$ cat src/rtl/puf_pkg.sv
// Shared constants and state encoding for the PUF UART readout/writer paths.
// Holds the command/response bytes, the payload length and the writer FSM states.
package puf_pkg;

  localparam int unsigned PUF_BYTES = 16384;
  localparam int unsigned TIMEOUT_W = 24;

  localparam logic [7:0] CMD_READ  = 8'h73;  // 's'
  localparam logic [7:0] CMD_WRITE = 8'h77;  // 'w'
  localparam logic [7:0] ACK_BYTE  = 8'h6B;  // 'k'
  localparam logic [7:0] NAK_BYTE  = 8'h6E;  // 'n'

  typedef enum logic [2:0] {
    S_IDLE      = 3'd0,
    S_RECV_LO   = 3'd1,
    S_RECV_HI   = 3'd2,
    S_WRITE     = 3'd3,
    S_SEND_RESP = 3'd4,
    S_WAIT_TX   = 3'd5
  } wr_state_e;

endpackage

$ cat src/rtl/rx_timeout_counter.sv
// Inter-byte idle counter. Counts enabled cycles, clears on request and
// saturates at TIMEOUT_CYCLES, where expired stays high until cleared.
// Ports: clk, rst (async, active-high), enable, clear -> expired (registered).
module rx_timeout_counter
  import puf_pkg::*;
#(
  parameter int unsigned TIMEOUT_CYCLES = 12000000
) (
  input  logic clk,
  input  logic rst,
  input  logic enable,
  input  logic clear,
  output logic expired
);

  localparam logic [TIMEOUT_W-1:0] LIMIT = TIMEOUT_W'(TIMEOUT_CYCLES);

  logic [TIMEOUT_W-1:0] count;
  logic [TIMEOUT_W-1:0] count_next;

  // Clear wins over counting; counting stops at the limit.
  always_comb begin
    count_next = count;
    if (clear) begin
      count_next = '0;
    end else if (enable && (count != LIMIT)) begin
      count_next = count + TIMEOUT_W'(1);
    end
  end

  always_ff @(posedge clk or posedge rst) begin
    if (rst) begin
      count   <= '0;
      expired <= 1'b0;
    end else begin
      count   <= count_next;
      expired <= (count_next == LIMIT);
    end
  end

endmodule

$ cat src/rtl/uart_ram_writer.sv
// Receives a 'w' command plus NUM_BYTES payload bytes from the UART, packs byte
// pairs little-endian into 16-bit words, writes them to combined_ram and answers
// with ACK, or NAK if the host goes silent for TIMEOUT_CYCLES mid-transfer.
// Ports: clk, rst (async, active-high); uart_rx_ready/uart_data_from_rx (rx
// byte strobe); uart_tx_ready, uart_data_to_tx, uart_tx_enable (response);
// ram_waddr/ram_wdata/ram_we/ram_wmask (RAM write port); busy, done (status).
module uart_ram_writer #(
  parameter int unsigned NUM_BYTES      = puf_pkg::PUF_BYTES,
  parameter int unsigned ADDR_W         = 13,
  parameter int unsigned TIMEOUT_CYCLES = 12000000,
  parameter logic [7:0]  CMD_WRITE      = puf_pkg::CMD_WRITE,
  parameter logic [7:0]  ACK_BYTE       = puf_pkg::ACK_BYTE,
  parameter logic [7:0]  NAK_BYTE       = puf_pkg::NAK_BYTE
) (
  input  logic              clk,
  input  logic              rst,
  input  logic              uart_rx_ready,
  input  logic [7:0]        uart_data_from_rx,
  input  logic              uart_tx_ready,
  output logic [7:0]        uart_data_to_tx,
  output logic              uart_tx_enable,
  output logic [ADDR_W-1:0] ram_waddr,
  output logic [15:0]       ram_wdata,
  output logic              ram_we,
  output logic [15:0]       ram_wmask,
  output logic              busy,
  output logic              done
);

  // One extra bit so the index can hold NUM_BYTES itself.
  localparam int unsigned      IDX_W   = $clog2(NUM_BYTES) + 1;
  localparam logic [IDX_W-1:0] IDX_END = IDX_W'(NUM_BYTES);

  puf_pkg::wr_state_e state;
  puf_pkg::wr_state_e state_next;

  logic [IDX_W-1:0]  idx;
  logic [IDX_W-1:0]  idx_next;
  logic [IDX_W-1:0]  idx_adv;
  logic [15:0]       wdata_next;
  logic [ADDR_W-1:0] waddr_next;
  logic [7:0]        tx_data_next;
  logic              we_next;
  logic              tx_en_next;
  logic              done_next;
  logic              busy_next;
  logic              first_wait;
  logic              first_wait_next;
  logic              recv_phase;
  logic              rx_expired;

  assign ram_wmask  = '0;
  assign recv_phase = (state == puf_pkg::S_RECV_LO) || (state == puf_pkg::S_RECV_HI);

  // Idle timer only runs while waiting for payload; every received byte restarts it.
  rx_timeout_counter #(
    .TIMEOUT_CYCLES(TIMEOUT_CYCLES)
  ) u_rx_timeout (
    .clk    (clk),
    .rst    (rst),
    .enable (recv_phase),
    .clear  (uart_rx_ready || !recv_phase),
    .expired(rx_expired)
  );

  always_ff @(posedge clk or posedge rst) begin
    if (rst) begin
      state <= puf_pkg::S_IDLE;
    end else begin
      state <= state_next;
    end
  end

  // Next state plus next values of every registered output.
  always_comb begin
    state_next      = state;
    idx_next        = idx;
    wdata_next      = ram_wdata;
    waddr_next      = ram_waddr;
    tx_data_next    = uart_data_to_tx;
    we_next         = 1'b0;
    tx_en_next      = 1'b0;
    done_next       = 1'b0;
    first_wait_next = 1'b0;
    idx_adv         = idx + IDX_W'(2);

    unique case (state)
      puf_pkg::S_IDLE: begin
        if (uart_rx_ready && (uart_data_from_rx == CMD_WRITE)) begin
          idx_next   = '0;
          state_next = puf_pkg::S_RECV_LO;
        end
      end

      puf_pkg::S_RECV_LO: begin
        if (uart_rx_ready) begin
          wdata_next[7:0] = uart_data_from_rx;
          state_next      = puf_pkg::S_RECV_HI;
        end else if (rx_expired) begin
          tx_data_next = NAK_BYTE;
          state_next   = puf_pkg::S_SEND_RESP;
        end
      end

      // The write strobe and address are registered on entry to WRITE.
      puf_pkg::S_RECV_HI: begin
        if (uart_rx_ready) begin
          wdata_next[15:8] = uart_data_from_rx;
          we_next          = 1'b1;
          waddr_next       = ADDR_W'(idx >> 1);
          state_next       = puf_pkg::S_WRITE;
        end else if (rx_expired) begin
          tx_data_next = NAK_BYTE;
          state_next   = puf_pkg::S_SEND_RESP;
        end
      end

      // A byte arriving during the write cycle is the next low byte.
      puf_pkg::S_WRITE: begin
        idx_next = idx_adv;
        if (idx_adv == IDX_END) begin
          tx_data_next = ACK_BYTE;
          state_next   = puf_pkg::S_SEND_RESP;
        end else if (uart_rx_ready) begin
          wdata_next[7:0] = uart_data_from_rx;
          state_next      = puf_pkg::S_RECV_HI;
        end else begin
          state_next = puf_pkg::S_RECV_LO;
        end
      end

      // Strobe is raised for one cycle while still in SEND_RESP, then we move on.
      puf_pkg::S_SEND_RESP: begin
        if (uart_tx_enable) begin
          first_wait_next = 1'b1;
          state_next      = puf_pkg::S_WAIT_TX;
        end else if (uart_tx_ready) begin
          tx_en_next = 1'b1;
        end
      end

      // Transmitter ready is stale in the first cycle after the strobe.
      puf_pkg::S_WAIT_TX: begin
        if (!first_wait && uart_tx_ready) begin
          done_next  = 1'b1;
          state_next = puf_pkg::S_IDLE;
        end
      end

      default: state_next = puf_pkg::S_IDLE;
    endcase

    busy_next = (state_next != puf_pkg::S_IDLE);
  end

  always_ff @(posedge clk or posedge rst) begin
    if (rst) begin
      idx             <= '0;
      ram_wdata       <= '0;
      ram_waddr       <= '0;
      ram_we          <= 1'b0;
      uart_data_to_tx <= '0;
      uart_tx_enable  <= 1'b0;
      done            <= 1'b0;
      busy            <= 1'b0;
      first_wait      <= 1'b0;
    end else begin
      idx             <= idx_next;
      ram_wdata       <= wdata_next;
      ram_waddr       <= waddr_next;
      ram_we          <= we_next;
      uart_data_to_tx <= tx_data_next;
      uart_tx_enable  <= tx_en_next;
      done            <= done_next;
      busy            <= busy_next;
      first_wait      <= first_wait_next;
    end
  end

endmodule

$ cat config.mk
export PLATFORM = sky130hd
export DESIGN_NAME = uart_ram_writer
export DESIGN_NICKNAME = d
export VERILOG_FILES = /design/src/rtl/puf_pkg.sv /design/src/rtl/rx_timeout_counter.sv /design/src/rtl/uart_ram_writer.sv
export SDC_FILE = /design/constraint.sdc
export NUM_CORES = 1
export LEC_CHECK = 0
export CORE_MARGIN = 2
export CORE_UTILIZATION = 30
export DETAILED_ROUTE_END_ITERATION = 8
export GPL_ROUTABILITY_DRIVEN = 0
export GPL_TIMING_DRIVEN = 1
export PLACE_DENSITY = 0.49
export RECOVER_POWER = 25
export SLEW_MARGIN = 15
export SYNTH_ARGS = -nofsm -noshare
export SYNTH_HDL_FRONTEND = slang
export SYNTH_SLANG_ARGS = --single-unit
export TNS_END_PERCENT = 5
$ cat constraint.sdc
create_clock -name clk -period 3.3 [get_ports clk]
set_clock_uncertainty 0.1 [all_clocks]
set_input_delay 0.495 -clock clk [delete_from_list [all_inputs] [get_ports clk]]
set_output_delay 0.495 -clock clk [all_outputs]
set_load 0.03 [all_outputs]
### Yosys cells after proc, flatten, opt, wreduce, memory -nomap -nowiden

Cells that the tools add are included.

* bits in registers: 85
* memories: 0
* RAM bits: 0
* word-level logic and storage cells: 75
* input port bits: 12
* memory bits (read-only): 0
* output and inout port bits: 57
* bits in latches: 0

* muxes and demuxes: 29
* div/mod/pow operators: 0
* shift operators: 0
* multipliers: 0
* eq/ne operators: 14
* bitwise logic cells: 0
* reduce and logical (&&, ||, !) cells: 17
* $add $sub $neg: 2
* order comparisons: 0

Operator list (number)
* $mux W24: 2
* $mux W8: 5
* $pmux W8 S2: 2
* $pmux W15 S2: 1
* $add A24 B1 Y24 const B: 1
* $eq A24 B24 Y1 const B: 1
* $ne A24 B24 Y1 const B: 1
* $mux W3: 7
* $pmux W3 S6: 1
* $add A15 B2 Y15 const B: 1
* $eq A15 B15 Y1 const B: 1
* $mux W15: 1
* $mux W1: 9
* $eq A8 B7 Y1 const B: 1
* $ne A2 B2 Y1 const B: 4
* $eq A3 B2 Y1 const B: 2
* $eq A3 B3 Y1 const B: 2
* $reduce_and A2 Y1: 3
* $reduce_bool A2 Y1: 3
* $reduce_and A4 Y1: 1
* $eq A3 B1 Y1 const B: 1
* $logic_and A1 B1 Y1: 3
* $logic_not A3 Y1: 1
* $reduce_bool A3 Y1: 1
* other kinds (5): 7

### Logic depth before layout (Yosys ltp)

* depth in word-level cells: 6
* gate-level depth with buffers: 8
* depth with buffers taken out: 8

### Cells and area by module

A second synthesis with hierarchy kept.

* cell total of the unflattened synthesis: 463
* area total of the unflattened synthesis: 4638.2 µm²

Modules (own cells, without submodules)
* uart_ram_writer: sequential area each 1351.3 µm², cells an instance 289, area each 3041.7 µm², instances 1
* rx_timeout_counter: sequential area each 625.6 µm², cells an instance 174, area each 1596.5 µm², instances 1

### Worst setup path before layout

No wires, ideal clock.

* kind: register to register
* from: reg idx[1]
* to: reg ram_wdata[0]
* cell stages (with the launch flop): 8
* arrival time: 2.211 ns
* required time: 3.075 ns
* path buffers: 0
* clock period less this slack: 2.435 ns
* setup slack: 0.865 ns
* library setup time: 0.125 ns
* cells stage by stage: dfrtp_1 -> ha_1 -> nand2_1 -> nor4_2 -> mux2i_1 -> nand3_1 -> o21ai_2 -> mux2_2

* cells in the longest elaborated chain, start to end: 4

Ends and longest elaborated chain
* start: declaration: RTL line uart_ram_writer.sv:37 `logic [IDX_W-1:0] idx;`
* start signal: assignment: RTL line uart_ram_writer.sv:168 `idx <= idx_next;`
* $add A15 B2 Y15: RTL line uart_ram_writer.sv:85 `idx_adv = idx + IDX_W'(2);`
* $eq A15 B15 Y1: RTL line uart_ram_writer.sv:121 `if (idx_adv == IDX_END) begin`
* $ne A2 B2 Y1 (no line)
* $reduce_and A2 Y1 (no line)
* end signal: assignment: RTL line uart_ram_writer.sv:169 `ram_wdata <= wdata_next;`
* end: declaration: RTL line uart_ram_writer.sv:23 `output logic [15:0] ram_wdata,`

Every way passes these cells.
A chain may end at the register's enable or synchronous reset.

### Final worst setup path

* from: reg idx[2]
* to: reg ram_wdata[0]

The elaborated chain is that of the path after synthesis.

==> metrics <==
peak supply drop 0.416 mV; Synth warnings 0; hold buffer count at CTS 0; RSZ-0062 raised after global routing false; die span in y 124 um; Nets 488; antenna cells 0; largest area contributor in the netlist dfrtp_1; Detailed Route WL 9590 um; CP Capture Type register; Power, Total 3920 uW; clk buf depth 2; Synth Flop Type dfrtp_1; number of synthesized flops with an enable pin 0; Async S/R FF share, synth 1.00; library cells used by synthesis 57; CTS sink cnt 79; largest net degree at the start of global routing 42; area of the die 0.0153 sq mm; Worst Tran Pin Value 1.87 ns; Tcrit/Tclk final 0.862; share of the synthesized area in the top cell type 0.460; Resized cells post-CTS 0; final core utilization 0.372; routed wl met3 441 um; first-pass GRT wire length 16100 um; pwr dens 756 mW/mm^2; core area 0.0139 sq mm; crit-path max FO 8; CP startpoint kind register; met2 WL 4440 um; setup TNS after final layout 0 ns; CP max stage delay 0.50 ns; clk root buf clkbuf_16; M1 WL 4530 um; Crit-path slowest cell nor4_2; Port Buffers 50; post-synthesis register bit count 79; Data required, critical path 3.43 ns; Skew-Pair Late Insertion Delay 0.34 ns; Fillers 1404; setup bufs post-CTS 0; Starting DRT DRC Count 210; synth top area cells dfrtp_1, mux2_2, nor2_1; Leakage 0.00213 uW; CP delay by family, top simple AND/OR/NAND/NOR gates; TritonCTS clock tree yes; Seq/Total Area, Yosys 0.460; via count 3247; DRC viols 0; dpl cells 642; GRT Total Usage 0.136; vias in the first global route 3147; post-route antenna net violation count 0; Final Hold Viols 0; Layout Cells excl Fill 658; Clock transition at path regs 0.06 ns; CTS Buf Count 9; Via density 4.93; hold depth 1; Slew headroom -0.251; Die Width 124 um; Mapped Area 0.00429 sq mm; fin crit period 2.85 ns; CP bufs+invs 0; I/O pin total 69; dpl ws 0.452 ns; Cell Chain, Critical Path ha_1, nand2_1, nor4_2, mux2i_1, nand3_1, o21ai_2, mux2_2; Mapped Cells 436; Final HPWL DP 6750 um; DRT Pass-1 Iters 4; initial antenna violation count 0; critical path depth 7; final worst slack 0.455 ns; critical path data arrival time 2.98 ns; Synth Area per Inst 9.85 sq um; routed len/inst 14.6 um; Top Layer Used met4; Highest Clock Rate 351 MHz; GR Overflow Total 0; H-tree depth 3; ratio of cells with drive above 1 in the final layout 0.142; Final Max Tran Viols 41; Initial Util 0.308; status finished with violations; cells on worst reg2reg path 7; area added between synthesis and finish 20.7%; final setup fails 0; # rows 43; failing checks capacitance limit, slew limit; total of max-cap violations 1; Hold WC Path Type reg2reg; critical path type reg2reg
-- final cells by class --
cell class                 instances  area (sq um)  area share
multi-input combinational        313          2060       0.398
sequential                        79          1980       0.381
timing repair buffer              59           577       0.111
clock buffer                       9           225      0.0434
tap                              180           225      0.0434
clock inverter                     7          72.6      0.0140
inverter                          11          42.5     0.00821
-- power breakdown --
group	total (uW)	internal, uW	switching [uW]
clock	999	587	413
sequential	1490	1220	272
combinational	1420	624	801
total	3920	2430	1490
-- sequential cells by signal (all words and copies together), names as in the netlist --
signal and cells:
uart_tx_enable 1, uart_data_to_tx 3, state 3, done 1, idx 14, u_rx_timeout.expired 1, ram_we 1, busy 1
first_wait 1, u_rx_timeout.count 24, ram_waddr 13, ram_wdata 16
-- metrics by stage --
stage / hold WS (ns) / instance area [sq um]
after global routing: 0.414 / 5180
after global placement: 0.389 / 4890
after detailed placement: 0.393 / 4890
after CTS: 0.403 / 5190
final: 0.402 / 5180
after floorplan: 0.392 / 4360
-- logic make-up after synthesis --
group                    Yosys count  share of synthesized area
multiplexers                      34                     0.0877
buffers and inverters             61                     0.0737
other                              1                   0.000873
AO/OA/AOI/OAI                     67                     0.0985
XOR/XNOR                          30                     0.0612
flip-flops                        79                      0.460
adder cells (fa/ha/maj)            3                    0.00874
AND/OR/NAND/NOR                  161                      0.209
-- worst paths after layout --
check                           slack [ns]             end           start
worst max-delay path                  0.45    ram_wdata[0]          idx[2]
worst min-delay path                  0.40  uart_tx_enable  uart_tx_enable
worst max register to register        0.45    ram_wdata[0]          idx[2]
worst min register to register        0.40  uart_tx_enable  uart_tx_enable
max in group asynchronous             1.11    ram_wdata[9]             rst
min in group asynchronous             0.98            done             rst
-- per-layer routing --
layer / vias to the layer above / track usage
met1: 1589 / 0.183
met2: 67 / 0.205
li1: 1580 / -
met4: 0 / 0.0597
met5: - / 0
met3: 11 / 0.0343
-- cells in the final DEF, fill, tap and decap left out, drive strengths merged, types with 3 or more instances in the layout --
cell type / count
conb: 18
nand4b: 3
clkbuf: 10
nor4b: 3
nor2: 43
and3: 7
a21oi: 10
xnor2: 13
and4b: 3
and4: 3
mux2i: 5
ha: 3
or3: 4
nand4: 15
clkdlybuf4s50: 49
o21ai: 26
clkinv: 3
nor4: 9
o21a: 3
buf: 8
and2: 3
inv: 11
o31ai: 5
a31oi: 5
nor3: 9
nand2: 28
or2: 4
mux2: 29
xor2: 17
nand3: 14
nand2b: 6
clkinvlp: 3
dfrtp: 79
a21o: 3
-- synth_stat cells, drive strengths merged (2+ instances only) --
| cell type | instances |
|---|---|
| nand3 | 14 |
| nor2 | 43 |
| nor3 | 9 |
| nand4b | 3 |
| and3 | 7 |
| a21oi | 10 |
| xnor2 | 13 |
| a21o | 3 |
| ha | 3 |
| clkbuf | 19 |
| and4b | 3 |
| or2 | 4 |
| inv | 11 |
| buf | 31 |
| dfrtp | 79 |
| and2 | 3 |
| o31ai | 5 |
| nor3b | 2 |
| o211a | 2 |
| or4 | 2 |
| or3 | 4 |
| nand2b | 6 |
| and4 | 3 |
| nand4 | 15 |
| mux2 | 29 |
| nor4b | 3 |
| nand2 | 28 |
| o21ai | 26 |
| o21bai | 2 |
| a31oi | 5 |
| o2111ai | 2 |
| nor4 | 9 |
| mux2i | 5 |
| xor2 | 17 |
| o21a | 3 |
| o22ai | 2 |
Note: power is estimated with default switching activity, not from simulation.
==> patch 1 (same flow settings) <==
Reset style: synchronous (`rst`), changed in 3 clocked blocks. Comments in the files are not updated.
--- a/src/rtl/rx_timeout_counter.sv
+++ b/src/rtl/rx_timeout_counter.sv
@@ -29,5 +29,5 @@
   end
 
-  always_ff @(posedge clk or posedge rst) begin
+  always_ff @(posedge clk) begin
     if (rst) begin
       count   <= '0;
--- a/src/rtl/uart_ram_writer.sv
+++ b/src/rtl/uart_ram_writer.sv
@@ -64,5 +64,5 @@
   );
 
-  always_ff @(posedge clk or posedge rst) begin
+  always_ff @(posedge clk) begin
     if (rst) begin
       state <= puf_pkg::S_IDLE;
@@ -154,5 +154,5 @@
   end
 
-  always_ff @(posedge clk or posedge rst) begin
+  always_ff @(posedge clk) begin
     if (rst) begin
       idx             <= '0;
Check against the original RTL: differs if rst is asserted again (counterexample within 4 cycles, from zero or initial values and one cycle with rst high); with rst held inactive, the same outputs for 10 cycles.
==> patch 1 against the original RTL <==
Routed wire length up 8.6%; sequential cell count unchanged; setup slack worse by 0.093 ns; final area down 4.9%; area after synthesis down 4.5%; synthesized cell count up 19%; first-iteration DRC count up 43%; count of clock-buffer cells in the layout up 2; hold slack worse by 0.064 ns; critical path depth up 1.
Power is not compared: it rests on default switching activity, and its combinational part moved more than twofold at a synthesized area within 25%.
==> patch 1: results <==
[synthesis]
yosysSeqAreaShare = 0.386
synthFlopType = dfxtp_1
syn_avg_cell_area_sq_um = 7.92
synthArstFlopShare = 0
yosys-top-cells-count = 79 x dfxtp_1, 76 x nand2_1, 63 x nor2_1

[place]
preCtsSetupSlack_ns = 0.402
placed_area_sq_mm = 0.00465
place_hpwl_microns = 7250
dp.cells = 715

[drt]
routed-wl-met3_microns = 402
wirelength_microns = 10400
wire_per_inst_microns = 14.2
met2_length_microns = 4860
drtIter0Drc = 300
met1_length_microns = 5040

[worst_hold_path]
worstHoldPathType = in -> reg
min_to = u_rx_timeout.count[23]
hold_depth = 2

[global_routing]
grt_use_total = 0.148
grt_pass1_wl_microns = 17400

[setup_path]
reg2reg_slack_ns = 0.36

[sta]
worstMarginPinSlew_ns = 1.05
slew_violations = 0
hold_slack_ns = 0.338

[run_status]
status = completed

[cells_and_area]
final_nets = 565
drive_gt1_frac = 0.0613
## patch 1: final cells by class
| type | count | area, sq um |
|---|---|---|
| clock buffers | 11 | 233 |
| repair buffers | 61 | 571 |
| clock inverters | 5 | 58.8 |
| fillers | 1369 | 8370 |
| well taps | 176 | 220 |
| flip-flops and latches | 79 | 1580 |
| multi-input cells | 394 | 2250 |
| inverters | 5 | 18.8 |
## patch 1: logic make-up (layout without fill, tap and decap cells)
family / after synthesis / in the layout / share of synthesized area
xor+xnor: 32 / 32 / 0.0684
flops: 79 / 79 / 0.386
fa+ha+maj: 4 / 4 / 0.0116
other cells: 1 / 18 / 0.000915
simple gates: 245 / 245 / 0.297
compound gates: 84 / 84 / 0.128
buf+inv: 62 / 82 / 0.0806
mux: 11 / 11 / 0.0272
## patch 1: worst max-delay path: stages (launching register included)
cell and delay (ns):
dfxtp_1 0.45, ha_1 0.31, nand3_1 0.13, nor3_1 0.27, mux2i_1 0.25, nand4_1 0.33, o31ai_4 0.64, mux2i_1 0.26
nor2_1 0.06
==> patch 2 (same flow settings) <==
Without the edit above. Change the package constant `TIMEOUT_W` from 24 to 28.
--- a/src/rtl/puf_pkg.sv
+++ b/src/rtl/puf_pkg.sv
@@ -4,5 +4,5 @@
 
   localparam int unsigned PUF_BYTES = 16384;
-  localparam int unsigned TIMEOUT_W = 24;
+  localparam int unsigned TIMEOUT_W = 28;
 
   localparam logic [7:0] CMD_READ  = 8'h73;  // 's'
Check against the original RTL: no difference found for any inputs over 10 cycles, from zero or initial values and one cycle with rst high; that may be too few to reach the edited logic, so the function may still have changed.
==> patch 2 against the original RTL <==
The run still ends with capacitance limit, slew limit left; core utilization fell by 0.50 points; setup slack got worse by 0.27 ns; routed wire length up 18%; cell count grew 6.5%; final area increased by 6.4%; sequential power shrank 9%; area after synthesis rose by 6.1%; sequential cell count grew 4; fmax is 8.7% lower; power is 4.4% lower; first-iteration DRC count up 6.7%; clock power decreased by 2%.
==> patch 2: results <==
[cells_and_area]
drive_gt1_frac = 0.138
nFillCells = 1494
final_nets = 523
reg_top3 = u_rx_timeout.count: 28 flops, ram_wdata: 16 flops, idx: 14 flops

[synthesis]
yosys-top-cells-count = 83 x dfrtp_1, 39 x nor2_1, 30 x clkbuf_1, 30 x mux2_2, 25 x o21ai_0
yosys_warnings = 0
yosysSeqAreaShare = 0.456
ys_types = 54
yosys-top-cells-area = dfrtp_1 46%, mux2_2 7.4%, buf_4 3.5%
synthArstFlopShare = 1.00

[worst_hold_path]
worstHoldStart = uart_tx_enable
worstHoldPathType = reg -> reg

[drt]
drtIter0Drc = 224
wire_per_inst_microns = 16.1
firstDrtPassIters = 5
viasPerCell = 5.17

[clock_tree]
clock_path_buffers = 2
cts_htree_levels = 3
clk_pin_slew_ns = 0.06
cts-root-buf = clkbuf_16
worstSkewPairLatency_ns = 0.35

[sta]
max_slew_margin = -0.280
setup-violations-final = 0
slew_violations = 41
hold_slack_ns = 0.400

[place]
place.port_buffers = 50
place_hpwl_microns = 7890
placed_area_sq_mm = 0.00522

[job]
max_cap_violations = 1

[run_status]
status = finished, violations left
failed_checks = capacitance limit, slew limit

[setup_path]
crit_arrival_ns = 3.25
path_max_fanout = 7
startpoint = u_rx_timeout.count[3]

[global_routing]
grt_pass1_wl_microns = 18400
first_global_vias = 3471
grt_max_degree = 44
grt_use_total = 0.144

[pwr]
ir_drop_mv = 0.301
cellLeakagePower_nw = 2.20
-- patch 2: report_power, final --
| part | internal, mW | switching (mW) | total, mW | leakage (nW) |
|---|---|---|---|---|
| Combinational | 0.588 | 0.818 | 1.41 | 0.964 |
| Sequential | 1.20 | 0.156 | 1.36 | 1.10 |
| Clock | 0.537 | 0.444 | 0.981 | 0.135 |
| Total | 2.33 | 1.42 | 3.75 | 2.20 |
-- patch 2: cells by family after synthesis --
logic type                 share of synthesized area
adders and majority gates                    0.00824
buffers and inverters                         0.0709
DFF                                            0.456
muxes                                         0.0830
xor gates and xnor gates                      0.0481
and+or+nand+nor                                0.236
AOI/OAI and AO/OA                             0.0973
other                                       0.000823
-- patch 2: area by class of cell --
| class | instances | share of cell area |
|---|---|---|
| well taps | 188 | 0.0426 |
| inverters | 11 | 0.00771 |
| repair buffers | 65 | 0.113 |
| flip-flops and latches | 83 | 0.376 |
| multi-input cells | 338 | 0.407 |
| clock inverters | 6 | 0.00907 |
| clock buffers | 10 | 0.0433 |
-- patch 2: worst paths after layout --
| kind | depth (start not counted) | end | slack, ns |
|---|---|---|---|
| min in group asynchronous | 2 | ram_wdata[11] | 0.98 |
| hold reg to reg | 1 | uart_tx_enable | 0.40 |
| setup / recovery | 6 | u_rx_timeout.expired | 0.18 |
| max in group asynchronous | 3 | busy | 1.21 |
| setup reg to reg | 6 | u_rx_timeout.expired | 0.18 |
| hold / removal | 1 | uart_tx_enable | 0.40 |
-- patch 2: routing by layer --
layer	global-route usage	vias to the layer above	routed length, microns
li1	-	1742	-
met1	0.200	1802	5460
met2	0.217	63	5220
met3	0.0322	16	415
met4	0.0633	0	195
met5	0	-	0
-- patch 2: stage by stage --
| step | instances | utilization | setup slack (ns) |
|---|---|---|---|
| finish | 701 | 0.367 | 0.183 |
| global route | 701 | 0.367 | 0.127 |
| CTS | 701 | 0.366 | 0.0710 |
| detailed placement | 685 | 0.347 | 0.0762 |
| global placement | 685 | 0.347 | 0.139 |
| floorplan | 484 | - | 0.390 |
-- patch 2: worst max-delay path, cell delays in order, from the launching register on --
cell,delay [ns]
dfrtp_1,0.45
or4_4,0.57
or4_4,0.54
or4_1,0.49
a2111oi_1,0.42
nand4_1,0.15
nor4_2,0.28
